<file path="src/rtl/num_entry.sv">
// Calculator number-entry block: builds a BCD significand/exponent from keypresses,
// accepts loaded results and reports the terminating operator.
package calc_pkg;
    localparam int NumDigits = 8;
    localparam int ExpW      = $clog2(NumDigits);

    typedef enum logic [4:0] {
        B_0, B_1, B_2, B_3, B_4, B_5, B_6, B_7, B_8, B_9,
        B_DOT, B_DIV, B_MUL, B_SUB, B_ADD, B_OP_EQ, B_CLEAR,
        B_MEM_ADD, B_MEM_SUB, B_MEM_RECALL, B_MEM_CLEAR,
        B_PERCENT, B_SQRT, B_NONE,
        B_UNKNOWN = 5'd31
    } active_button_t;

    typedef enum logic [2:0] {
        OP_NONE, OP_ADD, OP_SUB, OP_MUL, OP_DIV
    } op_t;

    typedef struct packed {
        logic                   sign;
        logic                   error;
        logic [ExpW-1:0]        exponent;
        logic [4*NumDigits-1:0] significand;
    } num_t;

    function automatic op_t button2op(input active_button_t b);
        case (b)
            B_ADD:   return OP_ADD;
            B_SUB:   return OP_SUB;
            B_MUL:   return OP_MUL;
            B_DIV:   return OP_DIV;
            default: return OP_NONE;
        endcase
    endfunction
endpackage

module num_entry #(
    parameter int NumDigits = calc_pkg::NumDigits,
    parameter int ExpW      = $clog2(NumDigits)
) (
    input  logic                            clk_i,
    input  logic                            rst_i,
    input  logic                            button_valid_i,
    input  logic [4:0]                      button_i,
    input  logic                            load_valid_i,
    input  logic [2+ExpW+4*NumDigits-1:0]   load_num_i,
    output logic [2+ExpW+4*NumDigits-1:0]   num_o,
    output logic [$clog2(NumDigits+1)-1:0]  digit_count_o,
    output logic                            entry_done_o,
    output logic [2:0]                      done_op_o,
    output logic                            overflow_o
);
    import calc_pkg::*;

    localparam int SigW = 4 * NumDigits;
    localparam int CntW = $clog2(NumDigits + 1);
    localparam logic [CntW-1:0] CntMax = CntW'(NumDigits);

    typedef enum logic [1:0] {S_IDLE, S_INT, S_FRAC, S_ERROR} state_t;

    state_t            state_q, state_d;
    logic              sign_q, sign_d;
    logic              err_q, err_d;
    logic [ExpW-1:0]   exp_q, exp_d;
    logic [SigW-1:0]   sig_q, sig_d;
    logic [CntW-1:0]   cnt_q, cnt_d;
    logic              done_q, done_d;
    op_t               op_q, op_d;
    logic              ovf_q, ovf_d;

    active_button_t    btn;
    logic              is_digit, is_dot, is_op, is_clear;
    logic [3:0]        digit;
    logic [SigW-1:0]   sig_shift;

    assign btn       = active_button_t'(button_i);
    assign is_digit  = button_i <= 5'd9;
    assign digit     = button_i[3:0];
    assign is_dot    = btn == B_DOT;
    assign is_clear  = btn == B_CLEAR;
    assign is_op     = btn inside {B_DIV, B_MUL, B_SUB, B_ADD, B_OP_EQ};
    assign sig_shift = {sig_q[SigW-5:0], digit};

    always_comb begin
        state_d = state_q;
        sign_d  = sign_q;
        err_d   = err_q;
        exp_d   = exp_q;
        sig_d   = sig_q;
        cnt_d   = cnt_q;
        done_d  = 1'b0;
        op_d    = OP_NONE;
        ovf_d   = 1'b0;

        if (button_valid_i && is_clear) begin
            state_d = S_IDLE;
            sign_d  = 1'b0;
            err_d   = 1'b0;
            exp_d   = '0;
            sig_d   = '0;
            cnt_d   = '0;
        end else if (load_valid_i) begin
            {sign_d, err_d, exp_d, sig_d} = load_num_i;
            cnt_d   = '0;
            state_d = load_num_i[2+ExpW+SigW-2] ? S_ERROR : S_IDLE;
        end else if (button_valid_i && state_q != S_ERROR) begin
            if (is_op) begin
                done_d  = 1'b1;
                op_d    = button2op(btn);
                state_d = S_IDLE;
            end else begin
                case (state_q)
                    S_IDLE: begin
                        // Any digit or dot starts a fresh number, discarding the shown one.
                        if (is_digit || is_dot) begin
                            sign_d = 1'b0;
                            err_d  = 1'b0;
                            exp_d  = '0;
                            sig_d  = is_digit ? SigW'(digit) : '0;
                        end
                        if (is_digit) begin
                            cnt_d   = (digit != 4'd0) ? CntW'(1) : '0;
                            state_d = S_INT;
                        end else if (is_dot) begin
                            cnt_d   = CntW'(1);
                            state_d = S_FRAC;
                        end
                    end
                    S_INT: begin
                        if (is_digit && !(cnt_q == '0 && digit == 4'd0)) begin
                            if (cnt_q == CntMax) begin
                                ovf_d = 1'b1;
                            end else begin
                                sig_d = sig_shift;
                                cnt_d = cnt_q + CntW'(1);
                            end
                        end else if (is_dot) begin
                            if (cnt_q == CntMax) begin
                                ovf_d = 1'b1;
                            end else begin
                                state_d = S_FRAC;
                                if (cnt_q == '0) cnt_d = CntW'(1);
                            end
                        end
                    end
                    S_FRAC: begin
                        if (is_digit) begin
                            if (cnt_q == CntMax) begin
                                ovf_d = 1'b1;
                            end else begin
                                sig_d = sig_shift;
                                cnt_d = cnt_q + CntW'(1);
                                exp_d = exp_q + ExpW'(1);
                            end
                        end
                    end
                    default: ;
                endcase
            end
        end
    end

    always_ff @(posedge clk_i) begin
        if (rst_i) begin
            state_q <= S_IDLE;
            sign_q  <= 1'b0;
            err_q   <= 1'b0;
            exp_q   <= '0;
            sig_q   <= '0;
            cnt_q   <= '0;
            done_q  <= 1'b0;
            op_q    <= OP_NONE;
            ovf_q   <= 1'b0;
        end else begin
            state_q <= state_d;
            sign_q  <= sign_d;
            err_q   <= err_d;
            exp_q   <= exp_d;
            sig_q   <= sig_d;
            cnt_q   <= cnt_d;
            done_q  <= done_d;
            op_q    <= op_d;
            ovf_q   <= ovf_d;
        end
    end

    assign num_o         = {sign_q, err_q, exp_q, sig_q};
    assign digit_count_o = cnt_q;
    assign entry_done_o  = done_q;
    assign done_op_o     = op_q;
    assign overflow_o    = ovf_q;

endmodule

</file>
<file path="config.mk">
export PLATFORM = sky130hd
export DESIGN_NAME = num_entry
export DESIGN_NICKNAME = d
export VERILOG_FILES = /design/src/rtl/num_entry.sv
export SDC_FILE = /design/constraint.sdc
export NUM_CORES = 1
export LEC_CHECK = 0
export CAP_MARGIN = 20
export CORE_MARGIN = 8
export CORE_UTILIZATION = 48
export CTS_BUF_LIST = sky130_fd_sc_hd__clkbuf_4 sky130_fd_sc_hd__clkbuf_8
export DETAILED_ROUTE_END_ITERATION = 8
export PLACE_DENSITY_LB_ADDON = 0.15
export SLEW_MARGIN = 25
export SYNTH_ARGS = -nofsm -noshare
export SYNTH_HDL_FRONTEND = slang
export SYNTH_SLANG_ARGS = --single-unit
</file>
<file path="constraint.sdc">
create_clock -name clk_i -period 2.5 [get_ports clk_i]
set_clock_uncertainty 0.1 [all_clocks]
set_input_delay 0.5 -clock clk_i [delete_from_list [all_inputs] [get_ports clk_i]]
set_output_delay 0.5 -clock clk_i [all_outputs]
set_load 0.005 [all_outputs]
</file>
# After elaboration in Yosys (flattened, before gate mapping)
# Index checks and enable logic that the tools add are counted.
# Widths: inputs -> output; s select.
totals:
  in_bits: 46
  output_inout_bits: 46
  word_cells: 116
  ff_bits: 48
classes:
  n_addsub: 2
  n_reduce_logical: 28
  magnitude_cmp: 1
  muxes: 49
  bitwise_logic: 2
  eq_ne: 25
ops:
  columns: ["cell", "count"]
  rows:
  - ["$mux 32", 7]
  - ["$pmux 32 s3", 1]
  - ["$mux 4", 9]
  - ["$eq 5x4->1 const B", 6]
  - ["$ne 3x3->1 const B", 8]
  - ["$mux 2", 9]
  - ["$mux 3", 6]
  - ["$reduce_and 6->1", 3]
  - ["$mux 1", 12]
  - ["$ne 4x4->1 const B", 3]
  - ["$pmux 3 s4", 1]
  - ["$pmux 4 s3", 1]
  - ["$reduce_bool 4->1", 3]
  - ["$reduce_or 5->1", 2]
  - ["$logic_not 4->1", 2]
  - ["$reduce_and 8->1", 1]
  - ["$ne 2x2->1 const B", 3]
  - ["$pmux 3 s2", 1]
  - ["$reduce_bool 2->1", 3]
  - ["$reduce_bool 3->1", 2]
  - ["$eq 5x5->1 const B", 1]
  - ["$le 5x4->1 const B", 1]
  - ["$ne 5x5->1 const B", 1]
  - ["$reduce_bool 5->1", 1]
  - ["other kinds (16)", 20]

# Logic depth before layout (Yosys ltp)
# Gate-level depths: netlist (run 1).
logic_depth:
  depth_word: 9
  mapped_depth: 10
  depth_no_buf: 7

# Least setup slack after synthesis (run 1)
# Ideal clock, no wire load.
synth_path:
  path_type: "input -> register"
  start: "input port button_i[1]"
  end: "register sig_q[10]"
  required_ps: 2319
  slack_ps: 285
  setup_time_ps: 81
  cell_stages: 8
  path_buffers: 3
  arrival_time_ps: 2033
  cell_sequence: "buf_6 nor4_4 a211oi_2 o2111a_2 or2_1 buf_6 buf_6 a211oi_2"
synth_via:
  elab_chain_cells: 6
  word_cells_on_any_way: 21
  cone_classes: "order compare: 1; eq/ne: 11; reduce/logical: 9"
synth_lines:
  columns: ["element", "line", "rtl"]
  rows:
  - ["from (decl)", "44", "input logic [4:0] button_i,"]
  - ["parallel branches: the longest is 6 deep, another holds $le 5x4->1", null, null]
  - ["to (signal assigned)", "179", "sig_q <= sig_d;"]
  - ["to (decl)", "65", "logic [SigW-1:0] sig_q, sig_d;"]
# Several ways; the timed one is not identified.
# A chain may end at the register's enable or synchronous reset.

# Final worst setup path (run 1)
layout_path:
  start: "input port button_i[1]"
  end: "register sig_q[22]"
# The elaborated chain is that of the path after synthesis.

==> results of run 1 <==
[synth_stat cells (2+ instances only)]
cell	count
a211oi_1	2
a211oi_2	31
a21o_1	2
a21oi_1	38
a22oi_1	2
a311oi_1	2
a32o_1	2
and3_1	29
buf_1	3
buf_4	2
buf_6	5
clkbuf_1	21
dfxtp_1	48
ha_1	8
inv_1	10
mux2i_1	3
nand2_1	11
nand4_1	3
nor2_1	14
nor2b_1	3
nor3_1	34
nor3b_1	6
nor4b_1	3
o2111ai_1	2
o21ai_0	10
xnor2_1	2
[through the flow]
step	setup TNS [ns]	setup WS (ns)	total power, mW	hold WS [ns]
3_5_place_dp	-5.02	-0.155	1.55	0.391
2_1_floorplan	0	0.285	1.23	0.367
6_report	0	0.159	2.04	0.407
4_1_cts	0	0.145	2.05	0.416
3_3_place_gp	-3.75	-0.121	1.54	0.383
5_1_grt	0	0.0237	2.14	0.440
[worst paths after layout]
check	from	endpoint	slack, ns	depth (start not counted)
worst min-delay path	sign_q	sign_q	0.41	2
worst min register to register	sign_q	sign_q	0.41	2
worst max-delay path	button_i[1]	sig_q[22]	0.16	9
worst max register to register	digit_count_o[0]	sig_q[0]	0.23	8
[state kept, by name, summed over array words and instances, names as in the netlist]
signal and flops:
digit_count_o 4, sign_q 1, exp_q 3, entry_done_o 1, sig_q 32, overflow_o 1
state_q 2, done_op_o 3, err_q 1
[logic make-up (layout without fill, tap and decap cells)]
| group | Yosys count | in the layout | synth area share [%] |
|---|---|---|---|
| mux | 3 | 3 | 1.06 |
| buf+inv | 42 | 141 | 7.20 |
| compound gates | 107 | 107 | 30.7 |
| fa+ha+maj | 8 | 8 | 3.53 |
| flops | 48 | 48 | 33.9 |
| xor+xnor | 2 | 2 | 0.618 |
| simple gates | 114 | 114 | 22.9 |
[metal layers]
layer | vias to the layer above | part of all wire, %
li1 | 1408 | -
met1 | 1350 | 44
met2 | 83 | 48
met3 | 7 | 6.6
met4 | 0 | 0.91
met5 | - | 0
[placed cells by master, fill, tap and decap left out, types with 2 or more instances in the layout]
master           synthesis  final
clkdlybuf4s50_1          0     89
dfxtp_1                 48     48
a21oi_1                 38     38
nor3_1                  34     34
a211oi_2                31     31
and3_1                  29     29
buf_4                    2     28
nor2_1                  14     14
nand2_1                 11     11
inv_1                   10     10
o21ai_0                 10     10
ha_1                     8      8
nor3b_1                  6      6
clkbuf_8                 0      6
buf_12                   0      4
nor2b_1                  3      3
mux2i_1                  3      3
nor4b_1                  3      3
nand4_1                  3      3
a21o_1                   2      2
or2_2                    1      2
xnor2_1                  2      2
o2111ai_1                2      2
a32o_1                   2      2
a211oi_1                 2      2
a311oi_1                 2      2
a22oi_1                  2      2
[worst register-to-register path, delay by kind of cell (launching register included)]
kind                       cells  cell delay (ns)
adders and majority gates      1             0.20
AOI/OAI and AO/OA              3             0.64
DFF                            1             0.36
and+or+nand+nor                2             0.61
buffers and inverters          2             0.29
[where the power goes]
part	internal [mW]	leakage (nW)	total, mW	switching (mW)
clock network	0.236	0.0479	0.503	0.267
registers	0.826	0.395	0.872	0.0464
logic	0.347	1.13	0.663	0.316
total	1.41	1.57	2.04	0.630
[final cells by class]
class	instances	share of cell area, %
Multi-Input combinational cell	234	41.1
Timing Repair Buffer	123	29.5
Inverter	10	0.925
Clock buffer	7	2.22
Sequential cell	48	23.7
Tap cell	75	2.31
Clock inverter	1	0.185
==> impl_metrics.env, run 1 <==
export IMPL_synth_area_leaders="dfxtp_1, a211oi_2, a21oi_1"
export IMPL_required_ns=2.62
export IMPL_holdBufCountCts=0
export IMPL_maxSlewHeadroom_pct=71.1
export IMPL_drv_cap=0
export IMPL_crit_chain="clkdlybuf4s50_1 -> buf_4 -> a21o_1 -> a221oi_2 -> o2111a_2 -> buf_4 -> buf_12 -> nor3_1 -> a211oi_2"
export IMPL_antenna_cells=0
export IMPL_via_per_inst=5.72
export IMPL_wirelength_um=8560
export IMPL_area_growth_pct=43.2
export IMPL_critPathArrivalTime_ns=2.46
export IMPL_synth_top_cell_by_area="dfxtp_1"
export IMPL_min_period_ns=2.34
export IMPL_path_buf_inv=4
export IMPL_drc=0
export IMPL_htreeDepth=2
export IMPL_synth_nets=378
export IMPL_fillers=495
export IMPL_dieArea_mm2=0.00862
export IMPL_drtAntennaViolNets=0
export IMPL_p_leak_nw=1.57
export IMPL_irDropWorstVdd_mv=0.292
export IMPL_use_met1_pct=24.9
export IMPL_dp_cells=490
export IMPL_fin_area_mm2=0.00406
export IMPL_cts_resized=0
export IMPL_synth_seq_cells=48
export IMPL_hold_path_class="flip-flop to flip-flop"
export IMPL_drt_pass1_iter_count=4
export IMPL_end_kind="flip-flop"
export IMPL_drive_gt1_share_pct=18.4
export IMPL_power_density_mw_per_mm2=503
export IMPL_clock_path_buffers=2
export IMPL_status="finished clean"
export IMPL_grt_start_max_net_pins=73
export IMPL_syn_area_mm2=0.00283
export IMPL_grt_usage_pct=19.4
export IMPL_rows=28
export IMPL_setup_viol=0
export IMPL_cts_tree="done"
export IMPL_drtIter0Drc=137
export IMPL_finalCritPeriodShare_pct=93.6
export IMPL_start_util_pct=48.7
export IMPL_worst_pin_slew_ns=0.423
export IMPL_cts_inserted_buffers=5
export IMPL_ys_types=54
export IMPL_setup_worst_path_start_class="input pin"
export IMPL_die_h_um=92.8
export IMPL_clk_pin_slew_ns=0.09
export IMPL_hpwl_um=6260
export IMPL_use_met3_pct=5.58
export IMPL_placed_area_mm2=0.00396
export IMPL_yosysWarnings=0
export IMPL_critical_path_class="input pin to flip-flop"
export IMPL_worstPathMaxFanout=19
export IMPL_antenna_found_initial=0
export IMPL_multi_input_area_mm2=0.00167
export IMPL_die_w_um=92.8
export IMPL_hold_violations=0
export IMPL_fp_coreArea_mm2=0.00582
export IMPL_async_flop_share_pct=0
export IMPL_grt_busiest_layer="met2"
export IMPL_crit_slowest_cell="clkdlybuf4s50_1"
export IMPL_io_pins=92
export IMPL_ys_flop_type="dfxtp_1"
export IMPL_grt_pass1_vias=2815
export IMPL_routedWlPerCell_um=17.2
export IMPL_post_cts_buffers=0
export IMPL_use_met2_pct=31.1
export IMPL_place_congestion=0.870
export IMPL_crit_top_cell="buf_4"
export IMPL_cts_root_buffer="clkbuf_8"
export IMPL_synth_top_area_share_pct=33.9
export IMPL_rsz0062_at_grt="no"
export IMPL_slew_violations=0
export IMPL_path_delay_family="buffers and inverters"
export IMPL_stdcell_count=498
export IMPL_final_util_pct=69.8
export IMPL_clk_latency_ns=0.30
export IMPL_port_buffers=91
export IMPL_synth_edf_count=0
export IMPL_fmax_ghz=0.427
export IMPL_cts_sinks=48
export IMPL_grt_pass1_wl_um=13800
export IMPL_crit_path_max_incr_delay_ns=0.49
export IMPL_nets=476
export IMPL_register_area_um2=961
export IMPL_grt_overflow=0
export IMPL_ys_seq_area_share_pct=33.9
export IMPL_vias=2848
export IMPL_synthesis_instances=324
export IMPL_syn_avg_cell_area_um2=8.74
(Power assumes the default switching activity.)
==> run 2: changes to the inputs <==
--- a/config.mk
+++ b/config.mk
@@ -11,7 +11,6 @@
 export CTS_BUF_LIST = sky130_fd_sc_hd__clkbuf_4 sky130_fd_sc_hd__clkbuf_8
 export DETAILED_ROUTE_END_ITERATION = 8
 export PLACE_DENSITY_LB_ADDON = 0.15
-export SLEW_MARGIN = 25
 export SYNTH_ARGS = -nofsm -noshare
 export SYNTH_HDL_FRONTEND = slang
 export SYNTH_SLANG_ARGS = --single-unit
==> results of run 2 <==
The final DEF is identical to that of run 1; final timing and power are the same.
==> run 3: changes to the inputs <==
--- a/config.mk
+++ b/config.mk
@@ -7,7 +7,7 @@
 export LEC_CHECK = 0
 export CAP_MARGIN = 20
 export CORE_MARGIN = 8
-export CORE_UTILIZATION = 48
+export CORE_UTILIZATION = 43
 export CTS_BUF_LIST = sky130_fd_sc_hd__clkbuf_4 sky130_fd_sc_hd__clkbuf_8
 export DETAILED_ROUTE_END_ITERATION = 8
 export PLACE_DENSITY_LB_ADDON = 0.15
==> constraint.sdc (replaced) <==
create_clock -name clk_i -period 1.9 [get_ports clk_i]
set_clock_uncertainty 0.1 [all_clocks]
set_input_delay 0.38 -clock clk_i [delete_from_list [all_inputs] [get_ports clk_i]]
set_output_delay 0.38 -clock clk_i [all_outputs]
set_load 0.005 [all_outputs]
==> impl_metrics.env, run 3 (synthesized netlist as in run 1, its figures left out) <==
export IMPL_dp_cells=518
export IMPL_finalCritPeriodShare_pct=107
export IMPL_die_w_um=97.2
export IMPL_drc=0
export IMPL_violations="setup timing"
export IMPL_post_place_ws_ns=-0.755
export IMPL_area_growth_pct=58.7
export IMPL_die_h_um=97.2
export IMPL_irDropWorstVdd_mv=0.392
export IMPL_min_period_ns=2.04
export IMPL_p_sw_share_pct=31.0
export IMPL_status="finished with violations"
export IMPL_port_buffers=91
export IMPL_clk_pin_slew_ns=0.09
export IMPL_hold_violations=0
export IMPL_drive_gt1_share_pct=31.5
export IMPL_critPathArrivalTime_ns=2.16
export IMPL_wl_met1_um=4160
export IMPL_slew_violations=0
export IMPL_reg2reg_slack_ns=-0.14
export IMPL_p_leak_nw=1.80
export IMPL_maxSlewHeadroom_pct=77.6
export IMPL_mostFrequentLayoutCells="clkdlybuf4s50_1, buf_4, dfxtp_1, a21oi_1, nor3_1"
export IMPL_stdcell_count=537
export IMPL_power_density_mw_per_mm2=629
export IMPL_grt_start_max_net_pins=38
export IMPL_worstPathMaxFanout=8
export IMPL_switchingPower_mw=0.875
export IMPL_grt_pass1_wl_um=15500
export IMPL_largest_reg_flops=32
export IMPL_total_power_mw=2.83
export IMPL_setup_tns_ns=-2.81
export IMPL_ff2ff_path_depth=8
export IMPL_vias=3014
export IMPL_drv_cap=0
export IMPL_hp_start="button_i[0]"
export IMPL_cts_root_buffer="clkbuf_8"
export IMPL_worst_pin_slew_ns=0.336
export IMPL_dieArea_mm2=0.00944
export IMPL_min_path_cells=3
export IMPL_pwr_share_clk_pct=23.3
export IMPL_setup_worst_path_start_class="flip-flop"
export IMPL_grt_pass1_vias=3117
export IMPL_antenna_found_initial=0
export IMPL_hold_slack_ns=0.349
export IMPL_drt_pass1_iter_count=5
export IMPL_fp_coreArea_mm2=0.00635
export IMPL_fmax_ghz=0.491
export IMPL_critical_path_class="flip-flop to flip-flop"
export IMPL_p_comb_share_pct=36.0
export IMPL_p_seq_share_pct=40.7
export IMPL_cts_sinks=48
export IMPL_grt_usage_pct=19.3
export IMPL_reg2reg_to="sig_q[12]"
export IMPL_grt_overflow=0
export IMPL_largest_register="sig_q"
export IMPL_top_layer_used="met4"
export IMPL_htreeDepth=2
export IMPL_nets=513
export IMPL_via_per_inst=5.61
export IMPL_io_pins=92
export IMPL_cts_inserted_buffers=5
export IMPL_start_util_pct=44.6
export IMPL_wl_met3_um=570
export IMPL_wirelength_um=9340
export IMPL_clock_path_buffers=2
export IMPL_cts_tree="done"
export IMPL_hold_path_class="input pin to flip-flop"
export IMPL_drtAntennaViolNets=0
export IMPL_end_kind="flip-flop"
export IMPL_rows=29
export IMPL_required_ns=2.02
export IMPL_place_congestion=0.950
export IMPL_rsz0062_at_grt="yes"
export IMPL_antenna_cells=0
export IMPL_final_common_cell="clkdlybuf4s50_1"
export IMPL_fin_ws_ns=-0.136
export IMPL_setup_viol=34
export IMPL_r2r_start="digit_count_o[0]"
export IMPL_min_to="done_op_o[0]"
export IMPL_routedWlPerCell_um=17.4
export IMPL_cellInternalPower_mw=1.95
export IMPL_drtIter0Drc=306
export IMPL_holdBufCountCts=0
export IMPL_hpwl_um=6710
export IMPL_wl_met2_um=4510
export IMPL_clk_latency_ns=0.30
-- run 3: changes by cell type in the layout (fill, tap and decap cells not counted), moves of 3 or more --
cell	previous run	this run
inv_1	10	5
o21ai_0	10	5
ha_1	8	5
o21ai_1	1	5
clkbuf_2	0	3
ha_4	0	3
dfxtp_2	0	5
buf_6	0	4
dfxtp_1	48	43
buf_4	28	60
inv_2	0	5
clkdlybuf4s50_1	89	85
-- run 3: power by group through the flow --
stage	logic, mW	registers, mW	clock network, mW
4_1_cts	0.979	1.15	0.671
3_5_place_dp	0.919	1.17	0
5_1_grt	1.09	1.16	0.730
3_3_place_gp	0.907	1.17	0
2_1_floorplan	0.471	1.17	0
6_report	1.02	1.15	0.659
-- run 3: layer usage --
| metal | up-vias | global-route usage (%) |
|---|---|---|
| met4 | 0 | 4.97 |
| met2 | 94 | 31.8 |
| met3 | 8 | 4.84 |
| li1 | 1485 | - |
| met5 | - | 0 |
| met1 | 1427 | 24.4 |
-- run 3: final cells by class --
cell class	instances	area, um^2
timing repair buffer	160	1500
fill	503	1860
clock buffer	7	90.1
tap	77	96.3
clock inverter	1	7.51
sequential	48	967
multi-input combinational	234	1790
inverter	10	37.5
-- run 3: repair_timing --
item	CTS	global route
pin swaps	11	11
cloned	2	0
endpoints found under the hold margin	0	0
endpoints found under the setup margin	44	42
resized for setup	27	24
setup buffers	8	2
-- run 3: stage by stage --
step / utilization (%) / cell area [um^2]
2_1_floorplan: - / 2880
3_3_place_gp: 65.6 / 4170
3_5_place_dp: 65.6 / 4170
4_1_cts: 69.8 / 4430
5_1_grt: 70.8 / 4490
6_report: 70.8 / 4490
-- run 3: worst max-delay path, stage by stage, from the launching register on --
cell and delay [ns]:
dfxtp_2 0.33, inv_2 0.07, ha_4 0.14, nor3b_4 0.21, a211oi_2 0.11, o2111a_2 0.30, or2_4 0.30, buf_12 0.16
a211oi_2 0.22
-- run 3: worst max-delay path by stage --
stage	start	endpoint	slack, ns	cells past startpoint
5_1_grt	digit_count_o[0]	sig_q[12]	-0.18	8
4_1_cts	digit_count_o[0]	sig_q[12]	-0.10	8
2_1_floorplan	button_i[3]	sig_q[10]	-0.10	7
3_3_place_gp	button_i[1]	digit_count_o[2]	-0.72	7
6_report	digit_count_o[0]	sig_q[12]	-0.14	8
3_5_place_dp	button_i[3]	sig_q[12]	-0.75	7
